$ cat src/rtl/csat_pkg.sv
// Shared types and limits for the circuit-SAT exhaustive assignment sweeper.
package csat_pkg;

    typedef enum logic [1:0] {
        ST_IDLE,
        ST_SWEEP,
        ST_DRAIN,
        ST_DONE
    } csat_state_e;

    localparam int SAT_LATENCY_MAX = 8;
    // Width of the b operand field (top bits); a takes the rest.
    localparam int B_FIELD_W = 5;

endpackage

$ cat src/rtl/csat_tag_pipe.sv
// Valid/candidate tag pipeline aligning each issued candidate with its sat_i sample.
// Stage 0 is the live input; LAT-1 registered stages follow, tap is the last one.
module csat_tag_pipe #(
    parameter int W   = 13,
    parameter int LAT = 1
) (
    input  logic         clk,
    input  logic         rst_n,
    input  logic         flush,
    input  logic         in_vld,
    input  logic [W-1:0] in_dat,
    output logic         tap_vld,
    output logic [W-1:0] tap_dat,
    output logic         occupied
);
    localparam int STAGES = LAT - 1;

    generate
        if (STAGES == 0) begin : g_comb
            assign tap_vld  = in_vld;
            assign tap_dat  = in_dat;
            assign occupied = in_vld;
        end else begin : g_reg
            logic [STAGES:1]         vld_pipe;
            logic [STAGES:1][W-1:0]  dat_pipe;

            always_ff @(posedge clk or negedge rst_n) begin
                if (!rst_n) begin
                    vld_pipe <= '0;
                    dat_pipe <= '0;
                end else begin
                    for (int i = STAGES; i >= 2; i--) begin
                        vld_pipe[i] <= flush ? 1'b0 : vld_pipe[i-1];
                        dat_pipe[i] <= dat_pipe[i-1];
                    end
                    vld_pipe[1] <= flush ? 1'b0 : in_vld;
                    dat_pipe[1] <= in_dat;
                end
            end

            assign tap_vld  = vld_pipe[STAGES];
            assign tap_dat  = dat_pipe[STAGES];
            assign occupied = in_vld | (|vld_pipe);
        end
    endgenerate

endmodule

$ cat src/rtl/csat_assign_sweeper.sv
// Exhaustive candidate sweeper for circuit-SAT benchmarks: issues assignments,
// tracks results through a latency pipe, stops at the first hit.
// Optional: CSAT_SWEEP_SKIP_TRIVIAL_EN skips candidates with an a or b field of 0 or 1.
module csat_assign_sweeper
    import csat_pkg::*;
#(
    parameter int NUM_VARS    = 13,
    parameter int SAT_LATENCY = 1
) (
    input  logic                clk,
    input  logic                rst_n,
    input  logic                start,
    input  logic                abort,
    input  logic                sat_i,
    output logic [NUM_VARS-1:0] assign_o,
    output logic                busy,
    output logic                done,
    output logic                found,
    output logic [NUM_VARS-1:0] solution,
    output logic [NUM_VARS:0]   tested_count
);
    localparam int LAT = (SAT_LATENCY < 1) ? 1 :
                         ((SAT_LATENCY > SAT_LATENCY_MAX) ? SAT_LATENCY_MAX : SAT_LATENCY);

    localparam logic [NUM_VARS-1:0] CAND_MAX  = {NUM_VARS{1'b1}};
    localparam logic [NUM_VARS-1:0] CAND_ONE  = 1;
    localparam logic [NUM_VARS:0]   TEST_MAX  = {1'b1, {NUM_VARS{1'b0}}};
    localparam logic [NUM_VARS:0]   TEST_ONE  = 1;

`ifdef CSAT_SWEEP_SKIP_TRIVIAL_EN
    localparam int A_W = NUM_VARS - B_FIELD_W;
    localparam logic [A_W-1:0]      A_MIN      = 2;
    localparam logic [NUM_VARS-1:0] CAND_FIRST = (NUM_VARS'(2) << A_W) | NUM_VARS'(2);

    // b only ever increments from 2, so only a carry out of a needs fixing.
    function automatic logic [NUM_VARS-1:0] next_cand(input logic [NUM_VARS-1:0] c);
        logic [NUM_VARS-1:0] n;
        n = c + CAND_ONE;
        if (n[A_W-1:0] < A_MIN) n[A_W-1:0] = A_MIN;
        return n;
    endfunction
`else
    localparam logic [NUM_VARS-1:0] CAND_FIRST = '0;

    function automatic logic [NUM_VARS-1:0] next_cand(input logic [NUM_VARS-1:0] c);
        return c + CAND_ONE;
    endfunction
`endif

    csat_state_e         state;
    logic                tap_vld;
    logic [NUM_VARS-1:0] tap_dat;
    logic                occupied;
    logic                active;
    logic                hit;
    logic                flush;

    assign active = (state == ST_SWEEP) || (state == ST_DRAIN);
    assign hit    = active && tap_vld && sat_i;
    assign flush  = active && (hit || abort);

    csat_tag_pipe #(
        .W   (NUM_VARS),
        .LAT (LAT)
    ) u_tag_pipe (
        .clk      (clk),
        .rst_n    (rst_n),
        .flush    (flush),
        .in_vld   (state == ST_SWEEP),
        .in_dat   (assign_o),
        .tap_vld  (tap_vld),
        .tap_dat  (tap_dat),
        .occupied (occupied)
    );

    always_ff @(posedge clk or negedge rst_n) begin
        if (!rst_n) begin
            state        <= ST_IDLE;
            assign_o     <= '0;
            busy         <= 1'b0;
            done         <= 1'b0;
            found        <= 1'b0;
            solution     <= '0;
            tested_count <= '0;
        end else begin
            done <= 1'b0;
            case (state)
                ST_IDLE, ST_DONE: begin
                    if (start) begin
                        state        <= ST_SWEEP;
                        assign_o     <= CAND_FIRST;
                        busy         <= 1'b1;
                        found        <= 1'b0;
                        solution     <= '0;
                        tested_count <= '0;
                    end
                end
                ST_SWEEP, ST_DRAIN: begin
                    if (tap_vld && (tested_count != TEST_MAX))
                        tested_count <= tested_count + TEST_ONE;
                    // A hit outranks a coincident abort.
                    if (hit) begin
                        solution <= tap_dat;
                        found    <= 1'b1;
                        state    <= ST_DONE;
                        done     <= 1'b1;
                        busy     <= 1'b0;
                    end else if (abort) begin
                        state <= ST_DONE;
                        done  <= 1'b1;
                        busy  <= 1'b0;
                    end else if (state == ST_SWEEP) begin
                        if (assign_o == CAND_MAX)
                            state <= ST_DRAIN;
                        else
                            assign_o <= next_cand(assign_o);
                    end else if (!occupied) begin
                        state <= ST_DONE;
                        done  <= 1'b1;
                        busy  <= 1'b0;
                    end
                end
                default: state <= ST_IDLE;
            endcase
        end
    end

endmodule

$ cat config.mk
export PLATFORM = sky130hd
export DESIGN_NAME = csat_assign_sweeper
export DESIGN_NICKNAME = d
export VERILOG_FILES = /design/src/rtl/csat_pkg.sv /design/src/rtl/csat_tag_pipe.sv /design/src/rtl/csat_assign_sweeper.sv
export SDC_FILE = /design/constraint.sdc
export NUM_CORES = 1
export LEC_CHECK = 0
export ABC_AREA = 0
export CAP_MARGIN = 15
export CORE_MARGIN = 5
export CORE_UTILIZATION = 52
export CTS_CLUSTER_SIZE = 10
export DETAILED_ROUTE_END_ITERATION = 6
export GPL_TIMING_DRIVEN = 0
export PLACE_DENSITY = 0.88
export SKIP_CTS_REPAIR_TIMING = 1
export SLEW_MARGIN = 0
export SYNTH_ARGS = -nofsm -noshare
export SYNTH_HDL_FRONTEND = slang
export SYNTH_SLANG_ARGS = --single-unit
$ cat constraint.sdc
create_clock -name clk -period 2.3 [get_ports clk]
set_clock_uncertainty 0.1 [all_clocks]
set_input_delay 0.23 -clock clk [delete_from_list [all_inputs] [get_ports clk]]
set_output_delay 0.23 -clock clk [all_outputs]
set_load 0.005 [all_outputs]
==> qor.yml, run 1 <==
setup_path:
  critical_path.startpoint: "state[1]"
  path_class: "register to register"
  crit_slowest_cell: "dfrtp_1"
  critical-path-max-stage-delay_ns: 0.40
  r2r_start: "state[1]"
  path_cells: "inv_1 -> ha_1 -> nor3b_4 -> o22ai_2 -> or3b_1 -> a31o_2"
  reg2reg_slack_ns: 0.15
  path_max_fanout: 8
  crit_path_end: "assign_o[4]"
  timing.rr.end: "assign_o[4]"
  r2r_cells: 6
  crit_path_end_kind: "register"
  cp-start-kind: "register"
  cp.arrival_ns: 2.25
  required_ns: 2.40
timing:
  final.period_utilization: 0.936
  tns_ns: 0
  relSlewSlack: 0.664
  finalSetupViolations: 0
  fin_hold_ws_ns: 0.263
  fin_crit_ns: 2.15
  worst_pin_slew_ns: 0.501
  hold_viol: 0
  max_freq_mhz: 465
  final-max-slew-violation-count: 0
  rsz0062_at_grt: "no"
cts:
  cts_tree: "yes"
  cts_buffer_depth: 2
  cts_sinks: 45
  clk_latency_ns: 0.30
  cts_root_buf: "clkbuf_8"
  cts_buffers: 5
  htree_levels: 2
  clk_pin_slew_worst_paths_ns: 0.09
detailed_routing:
  drc: 0
  wl_per_cell_um: 16.5
  vias: 2347
  viasPerCell: 6.23
  initialDrtViolationCount: 157
  first_pass_iters: 6
  wl_mm: 6.23
  drtAntennaViolNets: 0
logic_synthesis:
  syn-mean-instance-area_um2: 9.34
  postSynth.asyncResetShare: 1.00
  synth_edf_count: 0
  synth.top_cell.area_share: 0.453
  yosys_warnings: 0
  yosysTopAreaCell: "dfrtp_1"
  ys_ff_latch: 45
  synth.top_cells.by_area: "dfrtp_1 (45%), nand2_1 (5.7%), nand3_1 (5.6%)"
  synth_area_mm2: 0.00248
  synthFlopType: "dfrtp_1"
  synth_cell_types: 50
  synth_cells: 266
  seq_area_frac_synth: 0.453
  synthesis.nets: 276
die:
  core-area_mm2: 0.00469
  start_util: 0.530
  fp.dieW_um: 79.1
  ios: 48
  dieArea_mm2: 0.00626
  chipHeight_um: 79.1
  placementRows: 25
flow_run:
  cap_viol_max_count: 0
final_layout:
  drive_gt1_frac: 0.115
  n_antenna_cell: 0
  final_nets: 332
  layout_common_cells: "clkdlybuf4s50_1 (46), dfrtp_1 (45), nand2_1 (38)"
  layout_commonest_cell: "clkdlybuf4s50_1"
  area_growth_pct: 27.9
  final_util: 0.678
  stdcell_count: 377
  design_area_mm2: 0.00318
power_and_ir_drop:
  power_leakage_nw: 1.38
  peakVddDrop_mv: 0.455
  p_per_area_mw_per_mm2: 767
global_route:
  grt_pass1_wl_mm: 10.8
  grt_antenna_before_repair: 0
  grt_overflow: 0
  grtUsageTotal: 0.212
  grt_pass1_vias: 2379
  grt_max_degree: 32
worst_hold_path:
  hp-class: "primary input to async pin"
outcome:
  outcome: "complete, no violations"
placed_design:
  dp_cells: 368
  gp_congestion: 0.903
  dpl_cell_area_mm2: 0.00304
  place_hpwl_mm: 4.63
  io_buffers: 47
-- metal layers --
metal / global-route usage / vias to the layer above / part of all wire / routed length [um]
met2: 0.375 / 86 / 0.51 / 3180
met5: 0 / - / 0 / 0
li1: - / 1111 / - / -
met4: 0.0790 / 0 / 0.019 / 116
met1: 0.253 / 1137 / 0.42 / 2640
met3: 0.0408 / 13 / 0.047 / 292
-- worst min-delay path by stage --
| stage | cells after the start | from | end |
|---|---|---|---|
| 6_report | 2 | rst_n | solution[12] |
| 5_1_grt | 2 | rst_n | solution[12] |
| 4_1_cts | 1 | rst_n | solution[12] |
| 3_5_place_dp | 1 | rst_n | solution[12] |
| 3_3_place_gp | 2 | found | found |
| 2_1_floorplan | 0 | rst_n | assign_o[0] |
-- report_power, final --
group	leakage, nW	switching [mW]	internal (mW)
combinational	0.715	0.539	0.396
clock	0.0512	0.279	0.244
sequential	0.611	0.0987	0.881
total	1.38	0.917	1.52
-- critical path: cells and delay by family (launching register included) --
kind / cells / cell delay (ns)
adders and majority gates: 1 / 0.29
DFF: 1 / 0.40
AOI/OAI and AO/OA: 2 / 0.45
buffers and inverters: 1 / 0.08
and+or+nand+nor: 2 / 0.75
-- kinds of logic (layout without fill, tap and decap cells) --
group                    after synthesis  after routing  share of synthesized area
AO/OA/AOI/OAI                         69             69                      0.198
adder cells (fa/ha/maj)                5              5                     0.0252
flip-flops                            45             45                      0.453
AND/OR/NAND/NOR                      121            121                      0.268
buffers and inverters                 22             79                     0.0383
multiplexers                           4              4                     0.0166
-- stage by stage --
step	power, mW	worst slack, ns
after CTS	2.41	-0.0726
after floorplan	1.51	0.291
after detailed placement	1.88	-0.0729
after global placement	1.84	-0.310
final	2.44	0.148
after global routing	2.60	0.00242
-- Yosys cell counts, types with 5 or more instances --
master and instances:
dfrtp_1 45, nand3_1 28, inv_1 8, nor2_1 11, and3_1 6, nand4_1 6, o21ai_0 19, ha_1 5
nand2_1 38, o311ai_0 6, a31oi_1 5, a21oi_1 10, or4_1 5, clkbuf_1 10
-- flip-flops by register name, summed over array words and instances (netlist names) --
name,cells
tested_count,14
assign_o,13
solution,13
state,2
busy,1
done,1
found,1
-- area by class of cell --
class / instances / area [um^2]
plain buffers: 12 / 62.6
clock buffers: 6 / 82.6
clock inverters: 2 / 13.8
fillers: 385 / 1510
inverters: 8 / 30.0
multi-input cells: 199 / 1290
flip-flops and latches: 45 / 1130
well taps: 54 / 67.6
repair buffers: 51 / 510
(Power assumes the default switching activity.)
==> inputs of run 2 (changes only) <==
--- a/config.mk
+++ b/config.mk
@@ -6,9 +6,10 @@
 export NUM_CORES = 1
 export LEC_CHECK = 0
 export ABC_AREA = 0
-export CAP_MARGIN = 15
+export CELL_PAD_IN_SITES_DETAIL_PLACEMENT = 0
+export CELL_PAD_IN_SITES_GLOBAL_PLACEMENT = 2
 export CORE_MARGIN = 5
-export CORE_UTILIZATION = 52
+export CORE_UTILIZATION = 32
 export CTS_CLUSTER_SIZE = 10
 export DETAILED_ROUTE_END_ITERATION = 6
 export GPL_TIMING_DRIVEN = 0
==> constraint.sdc (replaced) <==
create_clock -name clk -period 2.2 [get_ports clk]
set_clock_uncertainty 0.1 [all_clocks]
set_input_delay 0.22 -clock clk [delete_from_list [all_inputs] [get_ports clk]]
set_output_delay 0.22 -clock clk [all_outputs]
set_load 0.005 [all_outputs]
==> run 2 against run 1 <==
  * Global-route usage fell by 6.3 points
  * Combinational power rose by 7%
  * Via count fell by 1.6%
  * First-iteration DRC count fell by 54%
  * Core utilization fell by 25 points
  * Largest power group unchanged
==> qor.yml, run 2 (synthesis gave the netlist of run 1 again) <==
outcome:
  outcome: "complete, no violations"
global_route:
  grt_max_degree: 32  # unchanged
  grt_pass1_vias: 2397  # +0.76%
  grt_antenna_before_repair: 0  # unchanged
  grt_pass1_wl_mm: 11.9  # +10%
  grt_overflow: 0  # unchanged
  grtUsageTotal: 0.149  # -0.0627
setup_path:
  r2r_cells: 6  # unchanged
  cp.depth: 6  # unchanged
  path_cells: "inv_1 -> ha_2 -> or3b_2 -> a21oi_4 -> o21ai_1 -> mux2_2"
  critPathTopFamily: "simple AND/OR/NAND/NOR gates"
  critical-path-max-stage-delay_ns: 0.52  # +0.12 ns
  cp-start-kind: "register"
  path_max_fanout: 8  # unchanged
  cp_num_buf_inv: 1  # unchanged
  crit_slowest_cell: "or3b_2"
  cp.arrival_ns: 2.20  # -0.05 ns
  critical_path.startpoint: "state[1]"
  reg2reg_slack_ns: 0.09  # -0.06 ns
  required_ns: 2.29  # -0.11 ns
  crit_path_end_kind: "register"
  crit_path_end: "assign_o[0]"
  r2r_start: "state[1]"
  timing.rr.end: "assign_o[0]"
  path_class: "register to register"
placed_design:
  gp_congestion: 0.803  # -11%
  place_ws_ns: -0.280  # -0.207 ns
  io_buffers: 47  # unchanged
  place_hpwl_mm: 5.06  # +9.3%
  dpl_cell_area_mm2: 0.00310  # +2.0%
detailed_routing:
  initialDrtViolationCount: 73  # -54%
  drtAntennaViolNets: 0  # unchanged
  wl_mm: 6.93  # +11%
  top_layer: "met4"
  wl_met2_mm: 3.33  # +4.6%
  wl_per_cell_um: 16.3  # -1.4%
  viasPerCell: 5.43  # -13%
  first_pass_iters: 4  # -2
  vias: 2309  # -1.6%
  drc: 0  # unchanged
  routed-wl-met3_um: 444  # +52%
  drt-met1-wl_mm: 3.08  # +16%
final_layout:
  layout_common_cells: "clkdlybuf4s50_1 (46), dfrtp_1 (45), nand2_1 (38)"
  reg_top3: "tested_count: 14 flops, assign_o: 13 flops, solution: 13 flops"
  area_growth_pct: 32.3
  design_area_mm2: 0.00329  # +3.4%
  largest_register_ffs: 14  # unchanged
  n_antenna_cell: 0  # unchanged
  largest_register: "tested_count"
  final_nets: 332  # unchanged
  layout_commonest_cell: "clkdlybuf4s50_1"
  drive_gt1_frac: 0.121  # +0.00619
die:
  start_util: 0.325  # -0.205
  ios: 48  # unchanged
  placementRows: 32  # +28%
  fp.dieW_um: 98.1  # +24%
  core-area_mm2: 0.00765  # +63%
  chipHeight_um: 98.1  # +24%
  dieArea_mm2: 0.00963  # +54%
power_and_ir_drop:
  p_per_area_mw_per_mm2: 848  # +11%
  peakVddDrop_mv: 0.303  # -33%
  power_leakage_nw: 1.40  # +1.5%
flow_run:
  cap_viol_max_count: 0  # unchanged
timing:
  final.period_utilization: 0.959  # +0.0228
  fin_crit_ns: 2.11  # -0.0433 ns
  max_freq_mhz: 474  # +2.1%
  finalSetupViolations: 0  # unchanged
  final-max-slew-violation-count: 0  # unchanged
  worst_slack_ns: 0.0912  # -0.0567 ns
  relSlewSlack: 0.554  # -0.109
  rsz0062_at_grt: "yes"
  worst_pin_slew_ns: 0.664  # +0.163 ns
  hold_viol: 0  # unchanged
worst_hold_path:
  hp-class: "primary input to async pin"
cts:
  cts_root_buf: "clkbuf_8"
  cts_sinks: 45  # unchanged
  cts_buffer_depth: 2  # unchanged
  clk_pin_slew_worst_paths_ns: 0.09  # about the same
  cts_buffers: 5  # unchanged
  cts_tree: "yes"
  clk_latency_ns: 0.30  # about the same
  htree_levels: 2  # unchanged
[run 2: how the worst min path moves through the flow]
| stage | start | endpoint | slack (ns) | depth (start not counted) |
|---|---|---|---|---|
| after floorplan | rst_n | assign_o[0] | -0.18 | 0 |
| after global placement | found | found | 0.36 | 2 |
| after detailed placement | rst_n | solution[1] | 0.06 | 1 |
| after CTS | rst_n | done | -0.26 | 1 |
| after global routing | rst_n | solution[7] | 0.32 | 2 |
| final | rst_n | solution[1] | 0.27 | 2 |
[run 2: layout make-up]
cell class / instances / area (um^2)
timing repair buffer: 51 / 510
tap: 102 / 128
clock buffer: 5 / 68.8
sequential: 45 / 1130
clock inverter: 3 / 65.1
buffer: 12 / 62.6
multi-input combinational: 199 / 1290
inverter: 8 / 32.5
fill: 765 / 4360
[run 2: power by group]
| group | leakage [nW] | internal, mW | total (mW) | switching, mW |
|---|---|---|---|---|
| registers | 0.611 | 0.921 | 1.03 | 0.109 |
| clock network | 0.0681 | 0.452 | 0.755 | 0.303 |
| logic | 0.719 | 0.421 | 1.00 | 0.583 |
| total | 1.40 | 1.79 | 2.79 | 0.995 |
[run 2: through the flow]
step | cells | util | power, mW | setup TNS [ns] | hold WS, ns
after CTS | 424 | 0.423 | 2.75 | -5.68 | -0.262
after floorplan | 266 | - | 1.57 | 0 | -0.176
after global placement | 415 | 0.403 | 1.98 | -31.83 | 0.361
final | 425 | 0.430 | 2.79 | 0 | 0.270
after detailed placement | 416 | 0.405 | 2.00 | -6.07 | 0.0640
after global routing | 425 | 0.430 | 2.96 | -0.0444 | 0.315
[run 2: per-layer routing]
| layer | vias to the layer above | track usage |
|---|---|---|
| li1 | 1108 | - |
| met1 | 1122 | 0.195 |
| met2 | 71 | 0.243 |
| met3 | 8 | 0.0393 |
| met4 | 0 | 0.0426 |
| met5 | - | 0 |
